File: config.mk
export PLATFORM = sky130hd
export DESIGN_NAME = multi_mode_ff_bank
export DESIGN_NICKNAME = d
export VERILOG_FILES = /design/src/rtl/ff_bank_pkg.sv /design/src/rtl/ff_cell.sv /design/src/rtl/multi_mode_ff_bank.sv
export SDC_FILE = /design/constraint.sdc
export NUM_CORES = 1
export LEC_CHECK = 0
export ABC_AREA = 1
export BUFFER_PORTS_ARGS = -buffer_cell sky130_fd_sc_hd__buf_2
export CORE_MARGIN = 10
export CORE_UTILIZATION = 25
export DETAILED_ROUTE_END_ITERATION = 7
export GPL_TIMING_DRIVEN = 0
export PLACE_DENSITY = 0.46
export SYNTH_ARGS = -nofsm -noshare
export SYNTH_HDL_FRONTEND = slang
export SYNTH_SLANG_ARGS = --single-unit
File: constraint.sdc
create_clock -name clk -period 2.7 [get_ports clk]
set_clock_uncertainty 0.2 [all_clocks]
set_input_delay 0.81 -clock clk [delete_from_list [all_inputs] [get_ports clk]]
set_output_delay 0.81 -clock clk [all_outputs]
set_load 0.005 [all_outputs]
File: src/rtl/ff_bank_pkg.sv
// Shared definitions for the multi-mode flip-flop bank.
// Contents: the flip-flop mode encodings and the mode type.
package ff_bank_pkg;

  typedef logic [1:0] ff_mode_t;

  localparam ff_mode_t MODE_SR = 2'b00;
  localparam ff_mode_t MODE_JK = 2'b01;
  localparam ff_mode_t MODE_D  = 2'b10;
  localparam ff_mode_t MODE_T  = 2'b11;

endpackage

File: src/rtl/ff_cell.sv
// One storage channel of the multi-mode flip-flop bank.
// Ports:
//   clk, rst  - clock, asynchronous active-high reset
//   en        - enable for mode-driven update
//   ld, ld_d  - synchronous load and load value (beats en)
//   mode      - SR / JK / D / T selection
//   a, b      - control pair (S/R, J/K, D, T on a)
//   q         - cell state
//   illegal   - combinational: SR mode, ab=11, en=1, ld=0
module ff_cell
  import ff_bank_pkg::*;
(
  input  logic     clk,
  input  logic     rst,
  input  logic     en,
  input  logic     ld,
  input  logic     ld_d,
  input  ff_mode_t mode,
  input  logic     a,
  input  logic     b,
  output logic     q,
  output logic     illegal
);

  logic q_d;

  always_comb begin
    q_d     = q;
    illegal = 1'b0;
    if (ld) begin
      q_d = ld_d;
    end else if (en) begin
      case (mode)
        MODE_SR: begin
          case ({a, b})
            2'b01:   q_d = 1'b0;
            2'b10:   q_d = 1'b1;
            2'b11:   illegal = 1'b1;  // state holds, top logs the event
            default: q_d = q;
          endcase
        end
        MODE_JK: begin
          case ({a, b})
            2'b01:   q_d = 1'b0;
            2'b10:   q_d = 1'b1;
            2'b11:   q_d = ~q;
            default: q_d = q;
          endcase
        end
        MODE_D:  q_d = a;
        default: q_d = q ^ a;  // T
      endcase
    end
  end

  always_ff @(posedge clk or posedge rst) begin
    if (rst) begin
      q <= 1'b0;
    end else begin
      q <= q_d;
    end
  end

endmodule

File: src/rtl/multi_mode_ff_bank.sv
// Bank of WIDTH single-bit cells sharing one run-time-selectable flip-flop mode,
// with parallel load and logging of illegal SR=11 inputs.
// Ports:
//   clk, rst  - clock, asynchronous active-high reset
//   en        - update enable for mode-driven next state
//   mode      - 00=SR, 01=JK, 10=D, 11=T
//   ctl       - per-channel pair, channel i: a=ctl[2i+1], b=ctl[2i]
//   ld        - synchronous parallel load of ld_data
//   clr_err   - synchronous clear of err_vec / err_cnt
//   q, qb     - cell states and their complement
//   err_vec   - sticky per-channel illegal-SR flags
//   err_cnt   - saturating count of cycles with any illegal event
module multi_mode_ff_bank
  import ff_bank_pkg::*;
#(
  parameter int unsigned WIDTH = 8,
  parameter int unsigned CNT_W = 4
) (
  input  logic               clk,
  input  logic               rst,
  input  logic               en,
  input  ff_mode_t           mode,
  input  logic [2*WIDTH-1:0] ctl,
  input  logic               ld,
  input  logic [WIDTH-1:0]   ld_data,
  input  logic               clr_err,
  output logic [WIDTH-1:0]   q,
  output logic [WIDTH-1:0]   qb,
  output logic [WIDTH-1:0]   err_vec,
  output logic [CNT_W-1:0]   err_cnt
);

  localparam logic [CNT_W-1:0] CntMax = '1;

  logic [WIDTH-1:0] illegal;
  logic [WIDTH-1:0] err_vec_d;
  logic [CNT_W-1:0] err_cnt_d;
  logic [CNT_W-1:0] cnt_base;

  for (genvar i = 0; i < WIDTH; i++) begin : g_cell
    ff_cell u_cell (
      .clk    (clk),
      .rst    (rst),
      .en     (en),
      .ld     (ld),
      .ld_d   (ld_data[i]),
      .mode   (mode),
      .a      (ctl[2*i+1]),
      .b      (ctl[2*i]),
      .q      (q[i]),
      .illegal(illegal[i])
    );
  end

  assign qb = ~q;

  // Clear is applied before the current cycle's event is logged.
  always_comb begin
    cnt_base  = clr_err ? '0 : err_cnt;
    err_vec_d = (clr_err ? '0 : err_vec) | illegal;
    err_cnt_d = cnt_base;
    if ((|illegal) && (cnt_base != CntMax)) begin
      err_cnt_d = cnt_base + 1'b1;
    end
  end

  always_ff @(posedge clk or posedge rst) begin
    if (rst) begin
      err_vec <= '0;
      err_cnt <= '0;
    end else begin
      err_vec <= err_vec_d;
      err_cnt <= err_cnt_d;
    end
  end

endmodule

## Word-level counts from Yosys, hierarchy flattened

Index checks and enable logic that the tools add are counted.

- Bitwise operators: 18
- Add/subtract/negate cells: 1
- Multiplexer cells: 75
- Multiply operators: 0
- Reductions and logical operators: 12
- Equal/unequal tests: 43
- Magnitude comparators: 0
- Div/mod/pow operators: 0
- Shift operators: 0

Operators with widths:

| cell | count |
|---|---|
| $mux W1 | 48 |
| $pmux W1 S3 | 16 |
| $ne A5 B2 Y1 const B | 8 |
| $eq A2 B2 Y1 const B | 17 |
| $ne A4 B2 Y1 const B | 8 |
| $reduce_and A3 Y1 | 8 |
| $eq A2 B1 Y1 const B | 9 |
| $pmux W1 S2 | 8 |
| $mux W4 | 2 |
| $mux W8 | 1 |
| $not A1 Y1 | 8 |
| $not A8 Y8 | 1 |
| $or A8 B8 Y8 | 1 |
| $reduce_or A8 Y1 | 1 |
| $xor A1 B1 Y1 | 8 |
| $add A4 B1 Y4 const B | 1 |
| $ne A4 B4 Y1 const B | 1 |
| $logic_not A2 Y1 | 1 |
| $reduce_bool A2 Y1 | 1 |
| $logic_and A1 B1 Y1 | 1 |

- Bits in read-only memories: 0
- RAM bits: 0
- Word-level logic and storage cells: 159
- Memories: 0
- Output and inout bits: 28
- Latch bits: 0
- Register bits: 20
- Input port bits: 31

## Logic depth before layout (Yosys ltp)

Gate-level depths: netlist of run 1.

- Depth in word-level cells: 8
- Depth in mapped cells: 10
- Depth with buffers taken out: 10

## Cells and area by module

From an unflattened synthesis of run 1, not the netlist that was laid out.

- Cells, all modules: 372
- Area total of the unflattened synthesis: 2244.7 um^2

By module, submodules not included:

| module | instances | cells each | sequential area each (um^2) | area an instance (um^2) |
|---|---|---|---|---|
| ff_cell | 8 | 37 | 25.0 | 203.9 |
| multi_mode_ff_bank | 1 | 76 | 300.3 | 613.1 |

## Least setup slack after synthesis of run 1

Ideal clock, no wire load.

- Path type: input-to-reg
- Start point: in clr_err
- End point: reg err_cnt[3]
- Required time: 2.383 ns
- Path slack: 0.715 ns
- Setup time: 0.117 ns
- Stages on the path: 7
- Data arrival time: 1.668 ns
- Buffers on the path: 1
- Path through: clkbuf_1 nor2_1 ha_1 nand3_1 nand2_2 nand2_1 nand2_1

- Cells in the longest elaborated chain, start to end: 4
- Elaborated cells on any way between the ends: 5
- Classes of those cells: add/sub (1); eq/ne (1); mux (2); reduce/logical (1)

RTL lines:

| item | line | RTL |
|---|---|---|
| start: declaration | multi_mode_ff_bank.sv:26 | `input logic clr_err,` |
| $mux W4 (*) | multi_mode_ff_bank.sv:59 | `cnt_base = clr_err ? '0 : err_cnt;` |
| parallel branches: the longest is 2 deep, another holds $add A4 B1 Y4 | n/a |  |
| $mux W4 (*) | multi_mode_ff_bank.sv:62 | `if ((\|illegal) && (cnt_base != CntMax)) begin` |
| named net err_cnt_d[3] | multi_mode_ff_bank.sv:37 | `logic [CNT_W-1:0] err_cnt_d;` |
| end signal: assignment | multi_mode_ff_bank.sv:73 | `err_cnt <= err_cnt_d;` |
| end: declaration | multi_mode_ff_bank.sv:30 | `output logic [CNT_W-1:0] err_cnt` |

Mark *: on every way through the listed nets, which the timed path passes.
A chain may end at the register's enable or synchronous reset.

## Final worst setup path of run 1

- Start point: in clr_err
- End point: reg err_cnt[1]

Same word-level chain as after synthesis.

==> results of run 1 <==
flip-flops by register name (all words and copies together) (netlist names):
register         count
err_cnt              4
err_vec              8
g_cell.u_cell.q      8
path summary, 6_finish.rpt:
path / start / to / cells after the start
min: err_vec[6] / err_vec[6] / 2
max reg2reg: err_cnt[0] / err_cnt[1] / 7
min reg2reg: err_vec[6] / err_vec[6] / 2
min in group asynchronous: rst / g_cell[1].u_cell.q / 2
max in group asynchronous: rst / err_vec[4] / 2
max: clr_err / err_cnt[1] / 8
cells in the mapped netlist (all sizes together):
| cell | number | area share [%] |
|---|---|---|
| nand3 | 22 | 6.2 |
| ha | 17 | 11 |
| inv | 53 | 11 |
| nand3b | 1 | 0.40 |
| buf | 13 | 5.3 |
| clkbuf | 2 | 0.40 |
| dfrtp | 20 | 27 |
| o21ai | 29 | 7.8 |
| o211ai | 4 | 1.6 |
| xnor2 | 6 | 2.8 |
| nor2 | 27 | 6.4 |
| xor2 | 2 | 0.94 |
| nand2 | 80 | 16 |
| a21oi | 3 | 0.81 |
| or2 | 5 | 1.7 |
per-stage QoR:
step / worst slack, ns / utilization [%] / cells / hold slack [ns]
detailed placement: 0.300 / 31.2 / 439 / 0.311
global placement: 0.317 / 31.2 / 439 / 0.312
finish: 0.617 / 32.1 / 443 / 0.320
floorplan: 0.715 / - / 284 / 0.287
global route: 0.457 / 32.1 / 443 / 0.358
CTS: 0.598 / 32.1 / 443 / 0.327
per-layer routing:
layer  track usage (%)  wire [µm]  up-vias
met2              17.4       2660       35
met1              11.6       2500      830
met3              2.48        269        5
li1                  -          -      981
met4              3.48         77        0
met5                 0          0        -
placed cells by master (no fill, tap or decap):
cell and instances:
bufinv_16 1, ha_1 17, o21ai_1 4, buf_6 2, o211ai_1 4, nand3_2 1, o21ai_0 25, clkbuf_8 3
nor2_4 2, or2_2 5, a21oi_1 3, inv_2 2, nand3_1 21, inv_1 51, buf_4 8, nand2_2 2
xor2_1 2, xnor2_1 6, buf_2 59, nand3b_1 1, dfrtp_1 20, nand2_1 78, nor2_1 24, nor2_2 1
clkbuf_1 2
cells by family after synthesis:
kind of cell / after synthesis / share of synthesized area [%]
buffers and inverters: 68 / 16.4
adder cells (fa/ha/maj): 17 / 11.5
AO/OA/AOI/OAI: 36 / 10.2
AND/OR/NAND/NOR: 135 / 31.2
flip-flops: 20 / 27.0
XOR/XNOR: 8 / 3.78
report_power, final:
group | switching [µW] | internal (µW) | total (µW)
Clock | 119 | 198 | 317
Sequential | 29.5 | 323 | 352
Combinational | 147 | 130 | 277
worst min-delay path: stages (launching register included):
cell     delay [ns]
dfrtp_1        0.38
inv_1          0.05
o21ai_0        0.06
area by class of cell:
cell class / instances / area (µm²)
Fill cell: 841 / 4920
Clock buffer: 3 / 41.3
Inverter: 53 / 199
Sequential cell: 20 / 500
Buffer: 15 / 105
Timing Repair Buffer: 56 / 280
Multi-Input combinational cell: 196 / 1050
Tap cell: 99 / 124
Clock inverter: 1 / 30.0
==> qor.csv, run 1 <==
metric,value,unit
status,"finished, final reports clean",
"Hold-fix buffers, CTS",0,
Peak supply drop,0.151,mV
CTS Buffer Depth,2,
flop2flop setup slack,1.10,ns
DRC violations left,0,
max cap viols,0,
total wire length,5.51,mm
Die W,106,µm
Startpoint Class,primary input,
die area,11300,µm²
leakage,0.00136,µW
final period utilization,77.2,%
Placed Instance Area,2260,µm²
DR iter-0 viols,62,
share of layout cells above drive strength 1,25.0,%
clock-pin transition on the worst setup and hold timing paths,0.08,ns
vias in the first global route,1912,
H-tree Lvls,1,
"Max FO, Critical Path",10,
IO Pins,59,
Bufs and invs on worst path,2,
Tot Pwr,946,µW
standard-cell row count,31,
PwrDens,406,nW/µm²
critical path cell sequence,"buf_2, clkbuf_1, nor2_1, ha_1, nand3_1, nand2_2, nand2_1, nand2_1",
vias per cell,4.18,
final hold vios,0,
RSZ-0062 raised after global routing,false,
synthesized flop and latch total,20,
YS warnings,0,
Root Driver,clkbuf_8,
CTS tree,built,
worst skew pair latency,0.27,ns
Mapped Cells,284,
most frequent CP cell,nand2_1,
CP top delay family,simple AND/OR/NAND/NOR gates,
CP arrival,2.05,ns
DR vias,1851,
average size of a mapped cell,6.53,µm²
maximum operating frequency,0.480,GHz
largest net degree at the start of global routing,21,
I/O Buffers,56,
final instance area,2330,µm²
Worst Setup Path Type,primary input to flop,
slowest CP cell,clkbuf_1,
Initial Utilization,25.6,%
initial antenna violation count,0,
CP Capture Type,flop,
Slew Limit Fails,0,
Post-CTS Resized,0,
Worst path max stage delay,0.34,ns
1st-pass router iterations,4,
# setup viols final,0,
worst-margin pin slew,0.854,ns
setup TNS,0,ns
register area share after synthesis,27.0,%
first-pass GRT wire length,9.22,mm
Area Overhead vs Synth,25.6,%
Worst Path Required,2.67,ns
CORE AREA,7250,µm²
TritonCTS Buffers,3,
Avg WL per Cell,12.4,µm
number of distinct library cells after synthesis,23,
diodes inserted,0,
Post-Syn Nets,332,
GRT overflow,0,
GP Congestion,0.790,
GRT Total Usage,9.98,%
CTS Sinks,20,
Slew HR,43.0,%
Final ANT Viol Nets,0,
Final min period,2.08,ns
Hold Path Class,flop to flop,
DP Wirelength,4.35,mm
Die H,106,µm
Mapped Area,1860,µm²
post-CTS setup buffers,0,
Total Nets Final,393,
No activity file was read; power rests on OpenSTA's default activity.
==> inputs of run 2 (changes only) <==
--- a/config.mk
+++ b/config.mk
@@ -11,7 +11,7 @@
 export CORE_UTILIZATION = 25
 export DETAILED_ROUTE_END_ITERATION = 7
 export GPL_TIMING_DRIVEN = 0
-export PLACE_DENSITY = 0.46
+export PLACE_DENSITY = 0.48
 export SYNTH_ARGS = -nofsm -noshare
 export SYNTH_HDL_FRONTEND = slang
 export SYNTH_SLANG_ARGS = --single-unit
==> constraint.sdc (replaced) <==
create_clock -name clk -period 1.9 [get_ports clk]
set_clock_uncertainty 0.2 [all_clocks]
set_input_delay 0.57 -clock clk [delete_from_list [all_inputs] [get_ports clk]]
set_output_delay 0.57 -clock clk [all_outputs]
set_load 0.005 [all_outputs]
==> run 2 against run 1 <==
Against the previous run:
- first-iteration DRC count up 3.2%
- largest cell class unchanged
- critical path type is now flop to primary output
- count of clock-buffer cells in the layout unchanged
- worst setup slack worse by 0.46 ns
==> qor.csv, run 2 (synthesis gave the netlist of run 1 again) <==
metric,value,unit,change
clock-pin transition on the worst setup and hold timing paths,0.08,ns,about the same
vias per cell,4.21,,was 4.18
RSZ-0062 raised after global routing,false,,unchanged
clock power share,33.1,%,was 33.5%
first-pass GRT wire length,9.20,mm,was 9.22 mm
PwrDens,573,nW/µm²,was 406 nW/µm²
CP arrival,0.98,ns,was 2.05 ns
Slew Limit Fails,0,,unchanged
DR vias,1863,,was 1851
Peak supply drop,0.222,mV,was 0.151 mV
IO Pins,59,,unchanged
fin util,32.2,%,was 32.1%
final hold vios,0,,unchanged
largest net degree at the start of global routing,21,,unchanged
H-tree Lvls,1,,unchanged
CTS tree,built,,unchanged
Die W,106,µm,unchanged
Hold Path Class,primary input to async pin,,was flop to flop
sequential share of power,37.3,%,was 37.2%
TritonCTS Buffers,3,,unchanged
total wire length,5.42,mm,was 5.51 mm
"commonest cells after routing, fill and taps aside","78 x nand2_1, 59 x buf_2, 51 x inv_1",,unchanged
CTS Buffer Depth,2,,unchanged
Initial Utilization,25.6,%,unchanged
largest registers,"err_vec x8, g_cell.u_cell.q x8, err_cnt x4",,unchanged
standard-cell row count,31,,unchanged
initial antenna violation count,1,,was 0
worst-margin pin slew,0.846,ns,was 0.854 ns
max cap viols,0,,unchanged
Slew HR,43.5,%,was 43.0%
Final ANT Viol Nets,0,,unchanged
DP Wirelength,4.37,mm,was 4.35 mm
CTS Sinks,20,,unchanged
# setup viols final,0,,unchanged
Total Nets Final,392,,was 393
"Hold-fix buffers, CTS",0,,unchanged
GP Congestion,0.797,,was 0.790
GRT overflow,0,,unchanged
Root Driver,clkbuf_8,,unchanged
status,"finished, final reports clean",,unchanged
DR iter-0 viols,64,,was 62
CORE AREA,7250,µm²,unchanged
GRT Total Usage,9.78,%,was 9.98%
Worst Path Required,1.13,ns,was 2.67 ns
Comb pwr share,29.6,%,was 29.3%
Avg WL per Cell,12.2,µm,was 12.4 µm
final instance area,2330,µm²,about the same
Area Overhead vs Synth,25.7,%,was 25.6%
vias in the first global route,1905,,was 1912
final period utilization,91.9,%,
I/O Buffers,56,,unchanged
switching power share of the total,30.7,%,was 31.1%
DRC violations left,0,,unchanged
worst skew pair latency,0.26,ns,was 0.27 ns
share of layout cells above drive strength 1,25.4,%,was 25.0%
Placed Instance Area,2260,µm²,unchanged
leakage,0.00136,µW,about the same
1st-pass router iterations,4,,unchanged
Psw,410,µW,was 295 µW
internal power,926,µW,was 652 µW
Final min period,1.75,ns,
Startpoint Class,flop,,was primary input
die area,11300,µm²,unchanged
Worst Setup Path Type,flop to primary output,,was primary input to flop
"most common cell after layout, fill and taps aside",nand2_1,,unchanged
maximum operating frequency,0.573,GHz,
CP Capture Type,primary output,,was flop
"Max FO, Critical Path",5,,was 10
Die H,106,µm,unchanged
hold slack,0.264,ns,was 0.320 ns
run 2: cell count changes in the layout (fill, tap and decap cells not counted), sizes merged:
cell	before	now
clkbuf	5	4
diode	0	1
run 2: final timing paths:
check                              startpoint  cells after the start  slack, ns            endpoint
max                        g_cell[7].u_cell.q                      2       0.15                q[7]
min                                       rst                      2       0.26          err_vec[0]
max reg2reg                        err_cnt[0]                      7       0.35          err_cnt[2]
min reg2reg                        err_vec[0]                      2       0.32          err_vec[0]
max in group asynchronous                 rst                      2       0.72  g_cell[4].u_cell.q
min in group clk                   err_vec[0]                      2       0.32          err_vec[0]
run 2: area by class of cell:
class | instances | area (µm²)
Clock inverter | 1 | 30.0
Inverter | 53 | 199
Antenna cell | 1 | 2.50
Clock buffer | 3 | 41.3
Buffer | 14 | 101
Timing Repair Buffer | 56 | 280
Fill cell | 851 | 4920
Sequential cell | 20 | 500
Tap cell | 99 | 124
Multi-Input combinational cell | 196 | 1050
run 2: worst max-delay path: stages, from the launching register on:
cell and delay [ns]:
dfrtp_1 0.44, buf_4 0.15, buf_2 0.11
run 2: power groups by stage:
| stage | Clock, µW | Combinational (µW) | Sequential (µW) |
|---|---|---|---|
| 2_1_floorplan | 0 | 247 | 499 |
| 3_3_place_gp | 0 | 402 | 509 |
| 3_5_place_dp | 0 | 403 | 510 |
| 4_1_cts | 460 | 405 | 501 |
| 5_1_grt | 476 | 462 | 508 |
| 6_report | 442 | 395 | 499 |
run 2: repair_timing:
item                       CTS  global route
resized for setup            0             1
setup endpoints to repair    0             5
setup buffers                0             0
hold endpoints to repair     0             0
run 2: routing by layer:
metal	global-route usage, %	wire length, µm	vias to the layer above
met4	2.90	63	0
met5	0	0	-
met1	11.6	2540	824
li1	-	-	984
met2	16.6	2420	50
met3	3.08	397	5
run 2: through the flow:
step / instances / setup TNS [ns] / worst slack, ns / power, µW
5_1_grt: 442 / 0 / 0.0641 / 1450
3_5_place_dp: 439 / -1.66 / -0.218 / 912
2_1_floorplan: 284 / 0 / 0.155 / 746
4_1_cts: 443 / 0 / 0.0648 / 1370
3_3_place_gp: 439 / -1.80 / -0.237 / 911
6_report: 443 / 0 / 0.153 / 1340
